==> config.mk <==
export PLATFORM = sky130hd
export DESIGN_NAME = mem_port_arbiter
export DESIGN_NICKNAME = d
export VERILOG_FILES = /design/src/rtl/mem_port_arbiter.sv
export SDC_FILE = /design/constraint.sdc
export NUM_CORES = 1
export LEC_CHECK = 0
export CAP_MARGIN = 5
export CORE_MARGIN = 2
export CORE_UTILIZATION = 35
export CTS_BUF_LIST = sky130_fd_sc_hd__clkbuf_2
export DETAILED_ROUTE_END_ITERATION = 10
export PLACE_DENSITY = 0.7
export SYNTH_ARGS = -nofsm -noshare
export SYNTH_HDL_FRONTEND = slang
export SYNTH_SLANG_ARGS = --single-unit
==> constraint.sdc <==
create_clock -name clk -period 4.2 [get_ports clk]
set_input_delay 0.84 -clock clk [delete_from_list [all_inputs] [get_ports clk]]
set_output_delay 0.84 -clock clk [all_outputs]
set_load 0.02 [all_outputs]
==> src/rtl/mem_port_arbiter.sv <==
// Single-outstanding arbiter sharing one SRAM-style port between instruction fetch and data access.
// Data has priority; a saturating starvation counter forces a fetch grant after STARVE_LIMIT data grants.
module mem_port_arbiter #(
    parameter int unsigned ADDR_W       = 32,
    parameter int unsigned DATA_W       = 32,
    parameter int unsigned STARVE_LIMIT = 4
) (
    input  logic                  clk,
    input  logic                  reset,
    input  logic                  flush,
    input  logic                  inst_req_valid,
    output logic                  inst_req_ready,
    input  logic [ADDR_W-1:0]     inst_addr,
    output logic                  inst_rsp_valid,
    output logic [DATA_W-1:0]     inst_rdata,
    input  logic                  data_req_valid,
    output logic                  data_req_ready,
    input  logic [ADDR_W-1:0]     data_addr,
    input  logic                  data_wen,
    input  logic [DATA_W/8-1:0]   data_wstrb,
    input  logic [DATA_W-1:0]     data_wdata,
    output logic                  data_rsp_valid,
    output logic [DATA_W-1:0]     data_rdata,
    output logic                  mem_req_valid,
    input  logic                  mem_req_ready,
    output logic [ADDR_W-1:0]     mem_addr,
    output logic                  mem_wen,
    output logic [DATA_W/8-1:0]   mem_wstrb,
    output logic [DATA_W-1:0]     mem_wdata,
    input  logic                  mem_rsp_valid,
    input  logic [DATA_W-1:0]     mem_rdata
);

    localparam logic [3:0] LIMIT = 4'(STARVE_LIMIT);

    typedef enum logic [1:0] {S_IDLE, S_REQ, S_WAIT} state_t;

    state_t                state_q, state_d;
    logic                  owner_q, owner_d;   // 1 = fetch owns the transaction
    logic                  drop_q, drop_d;
    logic [3:0]            starve_q, starve_d;
    logic [ADDR_W-1:0]     mem_addr_q, mem_addr_d;
    logic                  mem_wen_q, mem_wen_d;
    logic [DATA_W/8-1:0]   mem_wstrb_q, mem_wstrb_d;
    logic [DATA_W-1:0]     mem_wdata_q, mem_wdata_d;
    logic [DATA_W-1:0]     inst_rdata_q, inst_rdata_d;
    logic [DATA_W-1:0]     data_rdata_q, data_rdata_d;
    logic                  inst_rsp_q, inst_rsp_d;
    logic                  data_rsp_q, data_rsp_d;

    logic                  starve_hit;
    logic                  grant_inst;
    logic                  grant_data;

    always_ff @(posedge clk or negedge reset) begin
        if (!reset) begin
            state_q      <= S_IDLE;
            owner_q      <= 1'b0;
            drop_q       <= 1'b0;
            starve_q     <= '0;
            mem_addr_q   <= '0;
            mem_wen_q    <= 1'b0;
            mem_wstrb_q  <= '0;
            mem_wdata_q  <= '0;
            inst_rdata_q <= '0;
            data_rdata_q <= '0;
            inst_rsp_q   <= 1'b0;
            data_rsp_q   <= 1'b0;
        end else begin
            state_q      <= state_d;
            owner_q      <= owner_d;
            drop_q       <= drop_d;
            starve_q     <= starve_d;
            mem_addr_q   <= mem_addr_d;
            mem_wen_q    <= mem_wen_d;
            mem_wstrb_q  <= mem_wstrb_d;
            mem_wdata_q  <= mem_wdata_d;
            inst_rdata_q <= inst_rdata_d;
            data_rdata_q <= data_rdata_d;
            inst_rsp_q   <= inst_rsp_d;
            data_rsp_q   <= data_rsp_d;
        end
    end

    always_comb begin
        state_d      = state_q;
        owner_d      = owner_q;
        drop_d       = drop_q;
        starve_d     = starve_q;
        mem_addr_d   = mem_addr_q;
        mem_wen_d    = mem_wen_q;
        mem_wstrb_d  = mem_wstrb_q;
        mem_wdata_d  = mem_wdata_q;
        inst_rdata_d = inst_rdata_q;
        data_rdata_d = data_rdata_q;
        inst_rsp_d   = 1'b0;
        data_rsp_d   = 1'b0;

        starve_hit = (starve_q == LIMIT);
        grant_inst = (state_q == S_IDLE) && inst_req_valid && !flush && (!data_req_valid || starve_hit);
        grant_data = (state_q == S_IDLE) && data_req_valid && !grant_inst;

        case (state_q)
            S_IDLE: begin
                if (grant_inst) begin
                    state_d     = S_REQ;
                    owner_d     = 1'b1;
                    mem_addr_d  = inst_addr;
                    mem_wen_d   = 1'b0;
                    mem_wstrb_d = '0;
                    mem_wdata_d = '0;
                    starve_d    = '0;
                end else if (grant_data) begin
                    state_d     = S_REQ;
                    owner_d     = 1'b0;
                    mem_addr_d  = data_addr;
                    mem_wen_d   = data_wen;
                    mem_wstrb_d = data_wstrb;
                    mem_wdata_d = data_wdata;
                    if (!inst_req_valid) begin
                        starve_d = '0;
                    end else if (!starve_hit) begin
                        starve_d = starve_q + 4'd1;
                    end
                end
            end
            S_REQ: begin
                if (flush && owner_q) begin
                    drop_d = 1'b1;
                end
                if (mem_req_ready) begin
                    state_d = S_WAIT;
                end
            end
            S_WAIT: begin
                if (flush && owner_q) begin
                    drop_d = 1'b1;
                end
                if (mem_rsp_valid) begin
                    state_d = S_IDLE;
                    drop_d  = 1'b0;
                    // A flush arriving with the response still kills it.
                    if (owner_q) begin
                        inst_rdata_d = mem_rdata;
                        inst_rsp_d   = !(drop_q || flush);
                    end else begin
                        data_rdata_d = mem_rdata;
                        data_rsp_d   = 1'b1;
                    end
                end
            end
            default: state_d = S_IDLE;
        endcase
    end

    // Readies are gated by reset so nothing is accepted while reset is held.
    assign inst_req_ready = grant_inst && reset;
    assign data_req_ready = grant_data && reset;
    assign mem_req_valid  = (state_q == S_REQ);
    assign mem_addr       = mem_addr_q;
    assign mem_wen        = mem_wen_q;
    assign mem_wstrb      = mem_wstrb_q;
    assign mem_wdata      = mem_wdata_q;
    assign inst_rsp_valid = inst_rsp_q;
    assign inst_rdata     = inst_rdata_q;
    assign data_rsp_valid = data_rsp_q;
    assign data_rdata     = data_rdata_q;

endmodule

== After elaboration in Yosys (flattened, before gate mapping) ==
Index checks and enable logic that the tools add are counted.

* Register bits: 143
* Bits in latches: 0
* Memory bits (writable): 0
* Memory bits (read-only): 0
* Bits of input ports: 140
* Output and inout bits: 138
* Logic and storage cells: 71
* Memories: 0

* Add/sub/neg operators: 1
* $mul: 0
* Div/mod/pow operators: 0
* Order comparisons: 0
* Equal/unequal tests: 7
* Shift operators: 0
* Multiplexer cells: 28
* Bitwise operators: 1
* Reduce and logical (&&, ||, !) cells: 22

{| class="wikitable"
|+ Operators with widths
! operator !! number
|-
| $mux W32 || 4
|-
| $mux W4 || 6
|-
| $mux W1 || 12
|-
| $reduce_and A3 Y1 || 4
|-
| $logic_and A1 B1 Y1 || 8
|-
| $mux W2 || 4
|-
| $pmux W2 S3 || 1
|-
| $add A4 B1 Y4 const B || 1
|-
| $eq A4 B3 Y1 const B || 1
|-
| $logic_not A1 Y1 || 4
|-
| $reduce_bool A2 Y1 || 2
|-
| $ne A3 B2 Y1 const B || 1
|-
| $ne A3 B3 Y1 const B || 1
|-
| $eq A2 B1 Y1 const B || 1
|-
| $eq A2 B2 Y1 const B || 1
|-
| $logic_not A2 Y1 || 1
|-
| $logic_or A1 B1 Y1 || 2
|-
| $ne A2 B1 Y1 const B || 1
|-
| $ne A2 B2 Y1 const B || 1
|-
| $pmux W1 S2 || 1
|-
| $reduce_and A2 Y1 || 1
|-
| $not A1 Y1 || 1
|}

== Longest topological paths before layout ==
Gate-level depths: netlist (run 1).

* Word-level depth: 9
* Mapped depth: 8
* Gate-level depth less buffers: 6

== Least setup slack after synthesis (run 1) ==
OpenSTA, ideal clock, no wires.

* Kind: input-to-output
* Start point: input port data_req_valid
* End point: output port data_req_ready
* Data arrival time: 1.825 ns
* Data required time: 3.360 ns
* Slack: 1.535 ns
* Stages on the path: 4
* Buffers on the path: 2
* Path through: buf_2 > a21oi_2 > buf_2 > nor3b_1

* Longest elaborated chain between the ends: 6
* Elaborated cells between the ends (all ways): 7
* Classes of those cells: 7 x reduce/logical

{| class="wikitable"
|+ Ends and longest elaborated chain
! element !! line !! source
|-
| start: declaration || 16 || <nowiki>input logic data_req_valid,</nowiki>
|-
| $logic_not A1 Y1 || 100 || <nowiki>grant_inst = (state_q == S_IDLE) && inst_req_valid && !flush && (!data_req_valid || starve_hit);</nowiki>
|-
| $logic_or A1 B1 Y1 || 100 ||
|-
| $logic_and A1 B1 Y1 || 100 ||
|-
| $logic_not A1 Y1 || 101 || <nowiki>grant_data = (state_q == S_IDLE) && data_req_valid && !grant_inst;</nowiki>
|-
| $logic_and A1 B1 Y1 * || 101 ||
|-
| $logic_and A1 B1 Y1 * || 158 || <nowiki>assign data_req_ready = grant_data && reset;</nowiki>
|-
| end: declaration || 17 || <nowiki>output logic data_req_ready,</nowiki>
|}

Every way passes the cells marked *; elsewhere a longest branch is shown, timed or not.

== Final worst setup path (run 1) ==
* Start point: register state_q[1]
* End point: output port inst_req_ready

* Longest elaborated chain between the ends: 5

{| class="wikitable"
|+ Ends and longest elaborated chain
! element !! line !! source
|-
| start: declaration || 38 || <nowiki>state_t state_q, state_d;</nowiki>
|-
| start signal: assignment || 70 || <nowiki>state_q <= state_d;</nowiki>
|-
| $logic_not A2 Y1 || 100 ||
|-
| $logic_and A1 B1 Y1 (3 in a row) || 100 ||
|-
| $logic_and A1 B1 Y1 || 157 || <nowiki>assign inst_req_ready = grant_inst && reset;</nowiki>
|-
| end: declaration || 12 || <nowiki>output logic inst_req_ready,</nowiki>
|}

Every way passes these cells.

==> metrics.md, run 1 <==
| Metric | Value |
|---|---|
| Run status | completed |
| Min Tclk post-route | 3770 ps |
| Clk sink count | 143 |
| R2R Setup Slk | 1540 ps |
| Global-route wire length before repair | 27,600 um |
| Cells after synthesis | 514 |
| Multi-input gate area | 2060 um2 |
| Unrepaired setup endpoints after global routing | false |
| RePlAce Congestion | 0.851 |
| FF-to-FF path depth | 7 |
| Core area | 16,500 um2 |
| Crit path to | inst_req_ready |
| Synth Register Bits | 143 |
| Post-synthesis simple-gate area fraction | 12.2% |
| Crit path DAT | 2930 ps |
| Post-synthesis adder-cell area fraction | 1.28% |
| Post-synthesis sequential area ratio | 61.2% |
| Synth Area in XOR/XNOR | 0% |
| Synth Area in Compound Gates | 15.1% |
| Worst R2R Start | state_q[1] |
| Mapped Area | 5850 um2 |
| Synthesized Nets | 660 |
| Leak | 4.11 nW |
| Mux contribution to synthesized area | 6.36% |
| Final core occ | 55.4% |
| Initial Utilization | 35.5% |
| Slew @ Worst Pin | 1050 ps |
| Worst vdd ir | 0.371 mV |
| DP Wirelength | 12,900 um |
| Postcts setup bufs | 0 |
| Max Cap Violations | 0 |
| Number of global-route vias before repair | 5,234 |
| Largest family of logic cells by synthesized area | compound AO/OA/AOI/OAI gates |
| Warnings, synthesis | 0 |
| Crit-path max FO | 8 |
| Root Buffer | clkbuf_2 |
| Max Root-Sink Buffers | 2 |
| Most frequent cells in the layout | clkdlybuf4s50_1 (276), nand2_1 (154), dfrtp_1 (143) |
| Residual DRC | 0 |
| Highest Clock Rate | 0.265 GHz |
| Slew HR | 29.8% |
| Grt total ovfl | 0 |
| RR Endpoint | mem_addr[7] |
| Port bufs | 277 |
| Final-layout fill cell count | 1,396 |
| Critical Path RT | 3360 ps |
| Worst hold path class | flip-flop to flip-flop |
| CTS tree | built |
| Crit share post-route | 89.8% |
| Most common cell after layout, fill and taps aside | clkdlybuf4s50_1 |
| Antenna Cells | 0 |
| Vias | 5,061 |
| Die H | 133 um |
| Pint | 4.03 mW |
| Ys flop type | dfrtp_1 |
| I/O pin cnt | 278 |
| Final hold violation count | 0 |
| Total Nets Final | 935 |
| Wire per inst | 17.3 um |
| Largest stage delay, worst path | 620 ps |
| Clock power frac | 14.6% |
| Kind of critical path | flip-flop to output pin |
| Worst Skew | 34.1 ps |
| DRT Wirelength | 17,600 um |
| Clk_lat worst skew | 690 ps |
| Clock slew seen by the registers of the worst setup and hold paths | 210 ps |
| Std cell rows | 47 |
| Die ar. | 17,800 um2 |
| Area Overhead vs Synth | 55.9% |
| Critical path startpoint | state_q[1] |
| Switching Share | 39.0% |
| Largest net degree at the start of global routing | 61 |
| Num CTS Buffers | 17 |
| H-tree Lvls | 4 |
| Share of cells above drive strength 1 | 9.99% |
| Fin Setup TNS | 0 ps |
| Critical path's slowest cell | clkdlybuf4s50_1 |
| Initial antenna violation count | 0 |
| Setup violators final | 0 |
| Cell area after layout | 9110 um2 |
| Power per cell area | 725 nW/um2 |
| Synth cell types | 39 |
| Total track usage | 19.7% |
| Pins Over Slew Limit | 0 |
| Asr flop ratio synth | 100% |
| Hold Path Stages | 1 |
| DIE WIDTH | 133 um |
| Detailed-router iteration count before antenna repair | 5 |
| CP endpoint kind | output pin |
| Dpl cell area | 8800 um2 |
| Critical path startpoint category | flip-flop |
| P_sw | 2.58 mW |
| Sequential cell area | 3580 um2 |
| Worst hold slack | 460 ps |
| Combinational power share | 50.1% |
| Remaining antenna violation count after routing | 0 |
| Worst path cell trace | inv_1 > ha_1 > nand3b_2 > a21oi_2 > and2_1 > clkdlybuf4s50_1 |
| Avg Inst Size Synth | 11.4 um2 |
| Iteration-0 DRC Markers | 202 |
| EDFF count, synth | 0 |
| Flop pwr share | 35.3% |
| Number of vias per cell | 4.96 |
==> sequential cells by signal, summed over array words and instances (netlist names), 2 cells and up <==
name,cells
data_rdata,32
inst_rdata,32
mem_addr,32
mem_wdata,32
mem_wstrb,4
starve_q,4
state_q,2
==> layout make-up <==
type                    instances  area share (%)
clock inverters                14            2.36
flip-flops and latches        143            39.3
clock buffers                  17           0.933
inverters                      14           0.577
multi-input cells             326            22.6
well taps                     220            3.02
repair buffers                287            31.3
==> critical path, delay by kind of cell (launching register included) <==
| kind | cells | cell delay [ps] |
|---|---|---|
| compound gates | 1 | 250 |
| simple gates | 2 | 430 |
| flops | 1 | 430 |
| fa+ha+maj | 1 | 420 |
| buf+inv | 2 | 750 |
==> metrics by stage <==
stage	setup slack, ps	power, mW	instances
2_1_floorplan	1530	4.04	514
5_1_grt	209	6.99	1021
3_5_place_dp	603	5.69	989
3_3_place_gp	621	5.59	989
6_report	430	6.61	1021
4_1_cts	347	6.68	1021
==> metal layers <==
metal	global-route usage (%)	routed length, um	up-vias
li1	-	-	2340
met5	0	0	-
met3	8.56	1950	18
met2	32.2	8360	235
met4	6.38	253	0
met1	23.3	7080	2468
==> worst min-delay path by stage <==
| stage | start | to | slack, ps |
|---|---|---|---|
| after floorplan | drop_q | inst_rsp_valid | 410 |
| after global placement | drop_q | inst_rsp_valid | 430 |
| after detailed placement | drop_q | inst_rsp_valid | 430 |
| after CTS | reset | mem_addr[23] | 450 |
| after global routing | reset | mem_addr[23] | 470 |
| final | drop_q | inst_rsp_valid | 460 |
==> cell usage after synthesis, types with 3 or more instances <==
| master | count | area, um2 |
|---|---|---|
| a22o_1 | 37 | 324 |
| nand2_1 | 154 | 578 |
| buf_6 | 3 | 33.8 |
| a2bb2oi_1 | 3 | 26.3 |
| ha_1 | 6 | 75.1 |
| a31oi_1 | 9 | 56.3 |
| o22a_1 | 7 | 61.3 |
| o21ai_0 | 9 | 45.0 |
| inv_1 | 14 | 52.6 |
| buf_4 | 4 | 30.0 |
| clkbuf_1 | 9 | 33.8 |
| o22ai_1 | 12 | 75.1 |
| a311oi_1 | 3 | 26.3 |
| buf_2 | 14 | 70.1 |
| a22oi_1 | 22 | 165 |
| dfrtp_1 | 143 | 3580 |
| nor3_1 | 4 | 20.0 |
| a21oi_1 | 3 | 15.0 |
| mux2_2 | 32 | 360 |
==> cell families after synthesis <==
| kind of cell | count (synthesis) |
|---|---|
| buffers and inverters | 45 |
| multiplexers | 33 |
| flip-flops | 143 |
| adder cells (fa/ha/maj) | 6 |
| AO/OA/AOI/OAI | 114 |
| AND/OR/NAND/NOR | 173 |
==> power groups by stage <==
| stage | logic (mW) | registers [mW] | clock network, mW |
|---|---|---|---|
| global route | 3.53 | 2.40 | 1.06 |
| detailed placement | 3.33 | 2.36 | 0 |
| finish | 3.31 | 2.33 | 0.966 |
| CTS | 3.35 | 2.34 | 1.00 |
| global placement | 3.26 | 2.33 | 0 |
| floorplan | 1.02 | 3.01 | 0 |
==> repair_timing <==
item / in CTS / in global routing
hold buffers: 1 / 0
gates resized for setup: 0 / 0
endpoints found under the hold margin: 28 / 0
Power figures use the tool's default switching activity.
==> run 2: changes to the inputs <==
==> constraint.sdc (replaced) <==
create_clock -name clk -period 4.2 [get_ports clk]
set_input_delay 0.84 -clock clk [delete_from_list [all_inputs] [get_ports clk]]
set_output_delay 0.84 -clock clk [all_outputs]
set_load 0.1 [all_outputs]
==> run 2 against run 1 <==
Effect of this change:
- flip-flop and latch count is the same
- first-iteration DRC count fell by 9.9%
- global-route usage grew 0.35 points
- cell count unchanged
- final area down 0.86%
- maximum frequency is 8.0% higher
- utilization shrank 0.48 points
- critical endpoint is now data_req_ready
==> metrics.md, run 2 (same netlist as run 1, synthesis figures left out) <==
| Metric | Value |
|---|---|
| Run status | completed |
| R2R Setup Slk | 1780 ps (+240 ps) |
| Dpl cell area | 8820 um2 (+0.14%) |
| Pins Over Slew Limit | 0 (unchanged) |
| Clk_lat worst skew | 680 ps (about the same) |
| Largest stage delay, worst path | 920 ps (+300 ps) |
| Vias | 5,058 (-0.059%) |
| Detailed-router iteration count before antenna repair | 4 (-1) |
| Initial Utilization | 35.5% (unchanged) |
| Worst path cell trace | clkdlybuf4s50_1 > nand2_1 > nor3b_2 > buf_12 |
| Antenna Cells | 0 (unchanged) |
| Critical path startpoint category | input port |
| Min Tclk post-route | 3490 ps (-279 ps) |
| Worst Skew | 29.8 ps (-4.29 ps) |
| Slew HR | 26.0% (-3.8 points) |
| Remaining antenna violation count after routing | 0 (unchanged) |
| DIE WIDTH | 133 um (unchanged) |
| Max Root-Sink Buffers | 2 (unchanged) |
| DRT Wirelength | 17,600 um (-0.18%) |
| RePlAce Congestion | 0.807 (-5.2%) |
| Critical Path RT | 3360 ps (about the same) |
| Core area | 16,500 um2 (unchanged) |
| Fin Setup TNS | 0 ps (unchanged) |
| Port bufs | 277 (unchanged) |
| Number of vias per cell | 4.95 (about the same) |
| Die H | 133 um (unchanged) |
| Global-route wire length before repair | 27,900 um (+1.2%) |
| Clk sink count | 143 (unchanged) |
| FF-to-FF path depth | 8 (+1) |
| I/O pin cnt | 278 (unchanged) |
| RR Endpoint | mem_addr[28] |
| Total track usage | 20.0% (+0.35 points) |
| Num CTS Buffers | 17 (unchanged) |
| Worst R2R Start | state_q[1] |
| Initial antenna violation count | 0 (unchanged) |
| Final core occ | 54.9% (-0.48 points) |
| Crit share post-route | 83.1% (-6.6 points) |
| Most frequent cells in the layout | clkdlybuf4s50_1 (274), nand2_1 (154), dfrtp_1 (143) |
| Worst hold path class | flip-flop to flip-flop |
| Hold Crit Start | drop_q |
| Root Buffer | clkbuf_2 |
| Cts repair resizes | 0 (unchanged) |
| Most common cell after layout, fill and taps aside | clkdlybuf4s50_1 |
| Unrepaired setup endpoints after global routing | false |
| Area Overhead vs Synth | 54.5% |
| Kind of critical path | input port to output pin |
| Max Cap Violations | 0 (unchanged) |
| DP Wirelength | 12,600 um (-2.5%) |
| Slew @ Worst Pin | 1110 ps (+56.8 ps) |
| Residual DRC | 0 (unchanged) |
| Largest net degree at the start of global routing | 71 (+16%) |
| Wire per inst | 17.2 um (-0.18%) |
| Crit-path max FO | 16 (+8) |
| Total Nets Final | 934 (-0.11%) |
| Clock slew seen by the registers of the worst setup and hold paths | 210 ps (about the same) |
| Final hold violation count | 0 (unchanged) |
| Crit path DAT | 2650 ps (-280 ps) |
| Postcts setup bufs | 0 (unchanged) |
| CP endpoint kind | output pin |
| Grt total ovfl | 0 (unchanged) |
| Critical path's slowest cell | clkdlybuf4s50_1 |
| Std cell rows | 47 (unchanged) |
| Die ar. | 17,800 um2 (unchanged) |
| H-tree Lvls | 4 (unchanged) |
| Hold Path Stages | 1 (unchanged) |
| Number of global-route vias before repair | 5,335 (+1.9%) |
| Cell area after layout | 9040 um2 (-0.86%) |
| CTS tree | built |
| Share of cells above drive strength 1 | 10.2% (+0.25 points) |
| Iteration-0 DRC Markers | 182 (-9.9%) |
| Hold endpoint | inst_rsp_valid |
| Highest Clock Rate | 0.286 GHz (+8.0%) |
| Setup violators final | 0 (unchanged) |
run 2: per-stage QoR:
stage               hold WS (ps)  setup slack, ps  instances
finish                       451              709       1021
global route                 449              549       1021
CTS                          413              593       1021
detailed placement           433              751        988
global placement             426              822        988
floorplan                    409              842        514
run 2: worst max-delay path by stage:
stage | from | endpoint | slack [ps]
after global placement | data_req_valid | data_req_ready | 820
after detailed placement | data_req_valid | data_req_ready | 750
after floorplan | data_req_valid | data_req_ready | 840
final | data_req_valid | data_req_ready | 710
after CTS | state_q[1] | mem_req_valid | 590
after global routing | state_q[1] | mem_req_valid | 550
run 2: per-layer routing:
layer / routed length [um] / part of all wire, % / track usage, %
met1: 7080 / 40 / 24.0
met2: 8350 / 47 / 32.1
met3: 1670 / 9.5 / 7.88
met4: 500 / 2.8 / 8.57
met5: 0 / 0 / 0
run 2: worst max-delay path: cells and delay by family:
family / cells / cell delay (ps)
and+or+nand+nor: 2 / 670
buffers and inverters: 2 / 1130
run 2: layout make-up:
type | instances | area (um2)
Fill cell | 1421 | 7430
Sequential cell | 143 | 3580
Timing Repair Buffer | 286 | 2860
Multi-Input combinational cell | 326 | 2060
Tap cell | 220 | 275
Clock inverter | 14 | 119
Clock buffer | 18 | 90.1
Inverter | 14 | 52.6
run 2: timing repair:
| action | CTS | global route |
|---|---|---|
| setup endpoints to repair | 0 | 0 |
| hold buffers | 1 | 0 |
| hold endpoints to repair | 20 | 0 |
Power of run 2 is left out: the tool's default activity adds up to more than one toggle a clock period on the data nets, which glitch-free logic cannot reach.
